--- src/rtl/lcd_screen_arbiter_if.sv ---
// lcd_screen_arbiter_if
//   Bus bundle between the message sources and the screen arbiter.
//   master : source side. It drives the background lines, the pop-up requests
//            and content, and cancel. It reads back the line buffers, active_src
//            and the done pulses.
//   slave  : arbiter side. The directions are the reverse of master.
//   Each line is 128 bits wide. Character 0 sits in bits [127:120].
interface lcd_screen_arbiter_if;
  logic [127:0] bg_line1;
  logic [127:0] bg_line2;
  logic         pop1_req;
  logic [127:0] pop1_line1;
  logic [127:0] pop1_line2;
  logic         pop2_req;
  logic [127:0] pop2_line1;
  logic [127:0] pop2_line2;
  logic         cancel;
  logic [127:0] line1_buffer;
  logic [127:0] line2_buffer;
  logic [1:0]   active_src;
  logic         pop1_done;
  logic         pop2_done;

  modport master (
    output bg_line1, bg_line2, pop1_req, pop1_line1, pop1_line2,
           pop2_req, pop2_line1, pop2_line2, cancel,
    input  line1_buffer, line2_buffer, active_src, pop1_done, pop2_done
  );

  modport slave (
    input  bg_line1, bg_line2, pop1_req, pop1_line1, pop1_line2,
           pop2_req, pop2_line1, pop2_line2, cancel,
    output line1_buffer, line2_buffer, active_src, pop1_done, pop2_done
  );
endinterface

--- src/rtl/lcd_screen_arbiter.sv ---
// lcd_screen_arbiter
//   Shares one 2x16 text LCD between three sources:
//     - source 0: the live background screen
//     - source 1: a one-shot pop-up
//     - source 2: a one-shot pop-up with higher priority than source 1
//   A pop-up's content is snapshotted on its request pulse. The pop-up is then
//   shown for DISPLAY_CYCLES clocks. After that the display falls back to the
//   next pending pop-up, or to the background if none is pending.
// Ports
//   clk, rst_n : system clock and asynchronous active-low reset
//   bus        : lcd_screen_arbiter_if.slave
//                inputs : bg_line1/2, popN_req, popN_line1/2, cancel
//                outputs: line1/2_buffer (registered), active_src, popN_done
module lcd_screen_arbiter #(
  parameter int unsigned DISPLAY_CYCLES = 50000000,
  parameter logic [7:0]  BLANK_CHAR     = 8'h20
) (
  input  logic                 clk,
  input  logic                 rst_n,
  lcd_screen_arbiter_if.slave  bus
);
  typedef enum logic [1:0] {
    S_BG   = 2'd0,
    S_POP1 = 2'd1,
    S_POP2 = 2'd2
  } state_t;

  typedef struct packed {
    logic [127:0] line1;
    logic [127:0] line2;
  } screen_t;

  localparam logic [31:0] LAST_TICK    = 32'(DISPLAY_CYCLES - 1);
  localparam screen_t     BLANK_SCREEN = {32{BLANK_CHAR}};

  state_t      state_q, state_d;
  logic [31:0] timer_q, timer_d;
  logic        pend1_q, pend1_d;
  logic        pend2_q, pend2_d;
  screen_t     slot1_q, slot1_d;
  screen_t     slot2_q, slot2_d;
  screen_t     disp_q,  disp_d;
  logic        done1_q, done1_d;
  logic        done2_q, done2_d;
  logic        retrig;

  // A request for the pop-up already on screen restarts its period.
  assign retrig = (state_q == S_POP1 && bus.pop1_req) ||
                  (state_q == S_POP2 && bus.pop2_req);

  always_comb begin
    state_d = state_q;
    timer_d = timer_q;
    pend1_d = pend1_q;
    pend2_d = pend2_q;
    slot1_d = slot1_q;
    slot2_d = slot2_q;
    done1_d = 1'b0;
    done2_d = 1'b0;

    if (bus.cancel) begin
      // Cancel wins over everything, including same-cycle requests.
      state_d = S_BG;
      pend1_d = 1'b0;
      pend2_d = 1'b0;
      timer_d = '0;
    end else begin
      if (bus.pop1_req) begin
        slot1_d = {bus.pop1_line1, bus.pop1_line2};
        pend1_d = 1'b1;
      end
      if (bus.pop2_req) begin
        slot2_d = {bus.pop2_line1, bus.pop2_line2};
        pend2_d = 1'b1;
      end

      if ((pend2_q || bus.pop2_req) && state_q != S_POP2) begin
        // Preemption. If source 1 was on screen, pend1 stays set, so source 1
        // comes back later with a fresh full period.
        state_d = S_POP2;
        timer_d = '0;
      end else if (retrig) begin
        timer_d = '0;
      end else if (state_q != S_BG && timer_q == LAST_TICK) begin
        if (state_q == S_POP1) begin
          done1_d = 1'b1;
          pend1_d = 1'b0;
        end else begin
          done2_d = 1'b1;
          pend2_d = 1'b0;
        end
        // The pending flags below already include this cycle's clear and any
        // request captured in this cycle.
        if (pend2_d)      state_d = S_POP2;
        else if (pend1_d) state_d = S_POP1;
        else              state_d = S_BG;
        timer_d = '0;
      end else if (state_q == S_BG && (pend1_q || bus.pop1_req)) begin
        state_d = S_POP1;
        timer_d = '0;
      end else if (state_q != S_BG) begin
        timer_d = timer_q + 32'd1;
      end
    end

    // The line buffers follow the current state. The background is tracked live.
    case (state_q)
      S_POP1:  disp_d = slot1_q;
      S_POP2:  disp_d = slot2_q;
      default: disp_d = {bus.bg_line1, bus.bg_line2};
    endcase
  end

  always_ff @(posedge clk or negedge rst_n) begin
    if (!rst_n) begin
      state_q <= S_BG;
      timer_q <= '0;
      pend1_q <= 1'b0;
      pend2_q <= 1'b0;
      slot1_q <= '0;
      slot2_q <= '0;
      disp_q  <= BLANK_SCREEN;
      done1_q <= 1'b0;
      done2_q <= 1'b0;
    end else begin
      state_q <= state_d;
      timer_q <= timer_d;
      pend1_q <= pend1_d;
      pend2_q <= pend2_d;
      slot1_q <= slot1_d;
      slot2_q <= slot2_d;
      disp_q  <= disp_d;
      done1_q <= done1_d;
      done2_q <= done2_d;
    end
  end

  assign bus.line1_buffer = disp_q.line1;
  assign bus.line2_buffer = disp_q.line2;
  assign bus.active_src   = state_q;
  assign bus.pop1_done    = done1_q;
  assign bus.pop2_done    = done2_q;
endmodule
--- src/flat_wrapper.sv ---
// flat-port wrapper written by rule: the top's interface ports become plain ports
module lcd_screen_arbiter_flat 
#(
  parameter int unsigned DISPLAY_CYCLES = 50000000,
  parameter logic [7:0]  BLANK_CHAR     = 8'h20
)
  (clk, rst_n, bus_bg_line1, bus_bg_line2, bus_pop1_req, bus_pop1_line1, bus_pop1_line2, bus_pop2_req, bus_pop2_line1, bus_pop2_line2, bus_cancel, bus_line1_buffer, bus_line2_buffer, bus_active_src, bus_pop1_done, bus_pop2_done);
  lcd_screen_arbiter_if bus_i ();
  input  logic clk;
  input  logic rst_n;
  input wire logic [$bits(bus_i.bg_line1)-1:0] bus_bg_line1;
  input wire logic [$bits(bus_i.bg_line2)-1:0] bus_bg_line2;
  input wire logic [$bits(bus_i.pop1_req)-1:0] bus_pop1_req;
  input wire logic [$bits(bus_i.pop1_line1)-1:0] bus_pop1_line1;
  input wire logic [$bits(bus_i.pop1_line2)-1:0] bus_pop1_line2;
  input wire logic [$bits(bus_i.pop2_req)-1:0] bus_pop2_req;
  input wire logic [$bits(bus_i.pop2_line1)-1:0] bus_pop2_line1;
  input wire logic [$bits(bus_i.pop2_line2)-1:0] bus_pop2_line2;
  input wire logic [$bits(bus_i.cancel)-1:0] bus_cancel;
  output wire logic [$bits(bus_i.line1_buffer)-1:0] bus_line1_buffer;
  output wire logic [$bits(bus_i.line2_buffer)-1:0] bus_line2_buffer;
  output wire logic [$bits(bus_i.active_src)-1:0] bus_active_src;
  output wire logic [$bits(bus_i.pop1_done)-1:0] bus_pop1_done;
  output wire logic [$bits(bus_i.pop2_done)-1:0] bus_pop2_done;
  assign bus_i.bg_line1 = bus_bg_line1;
  assign bus_i.bg_line2 = bus_bg_line2;
  assign bus_i.pop1_req = bus_pop1_req;
  assign bus_i.pop1_line1 = bus_pop1_line1;
  assign bus_i.pop1_line2 = bus_pop1_line2;
  assign bus_i.pop2_req = bus_pop2_req;
  assign bus_i.pop2_line1 = bus_pop2_line1;
  assign bus_i.pop2_line2 = bus_pop2_line2;
  assign bus_i.cancel = bus_cancel;
  assign bus_line1_buffer = bus_i.line1_buffer;
  assign bus_line2_buffer = bus_i.line2_buffer;
  assign bus_active_src = bus_i.active_src;
  assign bus_pop1_done = bus_i.pop1_done;
  assign bus_pop2_done = bus_i.pop2_done;
  lcd_screen_arbiter #(.DISPLAY_CYCLES(DISPLAY_CYCLES), .BLANK_CHAR(BLANK_CHAR)) u_core (.clk(clk), .rst_n(rst_n), .bus(bus_i));
endmodule
--- config.mk ---
export PLATFORM = sky130hd
export DESIGN_NAME = lcd_screen_arbiter_flat
export DESIGN_NICKNAME = d
export VERILOG_FILES = /design/src/rtl/lcd_screen_arbiter_if.sv /design/src/rtl/lcd_screen_arbiter.sv /design/src/flat_wrapper.sv
export SDC_FILE = /design/constraint.sdc
export NUM_CORES = 1
export LEC_CHECK = 0
export BUFFER_PORTS_ARGS = -buffer_cell sky130_fd_sc_hd__buf_2
export CORE_AREA = 2 2 402 404
export DETAILED_ROUTE_END_ITERATION = 10
export DIE_AREA = 0 0 404 406
export PLACE_DENSITY = 0.43
export SETUP_SLACK_MARGIN = 0.5
export SLEW_MARGIN = 20
export SYNTH_ARGS = -nofsm -noshare
export SYNTH_HDL_FRONTEND = slang
export SYNTH_SLANG_ARGS = --single-unit
--- constraint.sdc ---
create_clock -name clk -period 3.43 [get_ports clk]
set_clock_uncertainty 0.05 [all_clocks]
set_input_delay 0.686 -clock clk [delete_from_list [all_inputs] [get_ports clk]]
set_output_delay 0.686 -clock clk [all_outputs]
set_load 0.03 [all_outputs]
==> metrics.md <==
| Metric | Value |
|---|---|
| Status | finished, final reports clean |
| Initial DRC count | about 1,200 |
| CTS tree | built |
| Initial antenna violation count | 87 |
| Critical Path End | u_core.timer_q[13] |
| H-tree Lvls | 3 |
| Grt ovf | 0 |
| Post-synth EDFFs | 0 |
| Num rows | 147 |
| WL/cell | around 22 um |
| Routed WL | roughly 130,000 um |
| Period utilization | 77.2% |
| First-pass GRT wire length | 178,000 um |
| Reg2reg setup slack | 780 ps |
| Critical path class | reg -> reg |
| Layout cells sized above 1 | 51.5% |
| Total GRT Usage | 14.9% |
| Post-Place Cell Area | 0.0401 mm2 |
| Final worst path period need | about 2600 ps |
| Largest cells by area after synthesis | dfrtp_1 (61%), mux2_2 (18%), a22oi_1 (6.0%) |
| Reg2reg end | u_core.timer_q[13] |
| Post_cts resized | 0 |
| Avg Inst Size Synth | 13.1 um2 |
| Port Buffers | 1,032 |
| Crit path launch type | flop |
| Syn. warnings | 0 |
| Pin count of the biggest net entering global routing | 95 |
| Share of flip-flops with an asynchronous set or reset | 100% |
| Peak supply drop | 0.444 mV |
| Crit path from | u_core.bus.active_src[1] |
| P&R area growth vs syn | 36.3% |
| Measured slew at the worst slew-check pin | 894 ps |
| Nets | 4,260 |
| Crit-path max cell delay | roughly 550 ps |
| Worst-path clk slew | about 60 ps |
| Crit path arrival time | ~3100 ps |
| Final setup vio count | 0 |
| Post-synth cell types | 50 |
| DIE HEIGHT | 406 um |
| R2R depth | 8 |
| Top_reg_cell synth | dfrtp_1 |
| Hold Path Class | in -> reg |
| First drt pass iteration count | 5 |
| Final hold vios | 0 |
| CTS sink count | 806 |
| Worst Setup End Kind | flop |
| Critical path peak fanout | 32 |
| Crit-path slowest cell | nor4_2 |
| FMAX | 0.378 GHz |
| Leak | 19.2 nW |
| Total CTS buffers | slightly below 100 |
| Vias | 24,100 |
| Sequential cell area | 0.0202 mm2 |
| Die W | ~400 um |
| Netlist Area Pre-Place | about 0.032 mm2 |
| PwrDens | 694 mW/mm2 |
| Worst path cell trace | inv_1, ha_4, nor4b_1, nand3_1, nor4_2, nand4b_1, buf_4, nor2_1 |
| Worst Path Required | 3910 ps |
| Final TNS setup | 0 ps |
| Filler cell count in the final layout | 16,900 |
| Syn Nets | around 3,200 |
| Die area | approximately 0.16 mm2 |
| Max Cap Viol | 0 |
| DR DRC count | 0 |
| RSZ-0062 raised after global routing | no |
| Clock buffer depth | 3 |
| Synth top cells by count | dfrtp_1 (774), mux2_2 (512), nor2_1 (294) |
| Clk_lat worst skew | roughly 690 ps |
| Count leader, synth | dfrtp_1 |
| Core area | 0.160 mm2 |
| Top Ports | 1,033 |
| Fin area | 0.0436 mm2 |
| Post-DP HPWL | 95,500 um |
| Sequential element share of the synthesized area | 63.2% |
| Synthesized flop and latch total | 806 |
| Synth Instances | about 2,400 |
| Share of the synthesized area in the top cell type | about three fifths |
| Vias/cell | 4.23 |
| Root Driver | clkbuf_16 |
| Post-DRT Antenna Nets | 0 |
| Post-synth top area cell | dfrtp_1 |
| FF-to-FF Start | u_core.bus.active_src[1] |
| Slew Limit Fails | 0 |
| Area occupied by multi-input gates | 0.0111 mm2 |
| Initial core utilization | between 20% and 30% |
| Slew headroom | between 40% and 50% |
| Vias in the first global route | approximately 25,000 |
| GPL Wtd Cong | 0.835 |
[critical path: cells and delay by family (launching register included)]
kind	cells	cell delay, ps
adders and majority gates	1	200
and+or+nand+nor	5	1310
DFF	1	450
buffers and inverters	2	480
[cells in the final DEF (no fill, tap or decap), drive strengths merged, types with 5 or more instances in the layout]
master	synthesis	routed
buf	16	1120
a21oi	258	258
nor3	5	5
dfstp	32	32
nor2	294	294
inv	10	15
nand4	9	9
nor4b	5	5
mux2	512	512
clkinv	0	16
nor4	19	19
dfrtp	774	774
xnor2	27	27
bufinv	0	6
a22oi	257	257
diode	0	40
nand3	10	10
nand2	7	7
clkbuf	167	153
[kinds of logic after synthesis]
kind of cell | count (synthesis) | share of synthesized area, %
fa+ha+maj | 4 | 0.157
compound gates | 531 | 10.4
mux | 513 | 18.1
flops | 806 | 63.2
xor+xnor | 29 | 0.795
buf+inv | 193 | 2.27
simple gates | 370 | 5.05
[worst min path at each step]
stage          cells after the start                 from                          to
2_1_floorplan                      0                rst_n    u_core.bus.active_src[0]
3_3_place_gp                       1  u_core.slot1_q[203]         u_core.slot1_q[203]
3_5_place_dp                       1  u_core.slot2_q[169]         u_core.slot2_q[169]
4_1_cts                            3      bus_bg_line2[5]  u_core.bus.line2_buffer[5]
5_1_grt                            2   bus_pop2_line1[18]         u_core.slot2_q[146]
6_report                           3      bus_bg_line2[5]  u_core.bus.line2_buffer[5]
[flip-flops by register name (all words and copies together), names as in the netlist]
signal	cells
u_core.slot1_q	256
u_core.slot2_q	256
u_core.bus.line1_buffer	128
u_core.bus.line2_buffer	128
u_core.timer_q	32
u_core.bus.active_src	2
u_core.bus.pop1_done	1
u_core.bus.pop2_done	1
u_core.pend1_q	1
u_core.pend2_q	1
[what timing repair did]
item / CTS / global route
hold buffers: 1 / 0
endpoints found under the hold margin: 29 / 0
buffers inserted: 0 / 0
[power breakdown]
part	switching [mW]	internal [mW]	leakage, nW	total, mW
Sequential	0.897	11.4	9.51	12.3
Combinational	4.67	2.55	8.01	7.23
Clock	4.37	6.35	1.63	10.7
Total	9.94	20.3	19.2	30.2
[metal layers]
| layer | vias up | share of wire [%] | global-route usage, % |
|---|---|---|---|
| met5 | - | 0.26 | 0 |
| met1 | 12100 | 40 | 17.8 |
| met3 | 246 | 6.8 | 4.59 |
| met2 | 797 | 50 | 25.6 |
| met4 | 52 | 2.5 | 4.52 |
| li1 | 10900 | - | - |
[area by class of cell]
| class | count | share of cell area [%] |
|---|---|---|
| antenna | 40 | 0.230 |
| clock buffer | 153 | 6.73 |
| clock inverter | 30 | 0.951 |
| inverter | 10 | 0.0862 |
| multi-input combinational | 1447 | 25.4 |
| sequential | 806 | 46.4 |
| tap | 2086 | 5.99 |
| timing repair buffer | 1121 | 14.2 |
[per-stage QoR]
stage / util, % / worst slack [ps] / hold WS, ps / cells / total power [mW]
3_3_place_gp: 25.1 / 839 / 439 / 5469 / 19.7
6_report: 27.3 / 783 / 153 / 5693 / 30.2
3_5_place_dp: 25.1 / 772 / 446 / 5469 / 19.8
4_1_cts: 27.2 / 755 / 70.1 / 5653 / 30.7
5_1_grt: 27.3 / 502 / 93.6 / 5682 / 31.7
2_1_floorplan: - / 949 / 340 / 2446 / 16.5
No activity file was read; power rests on OpenSTA's default activity.
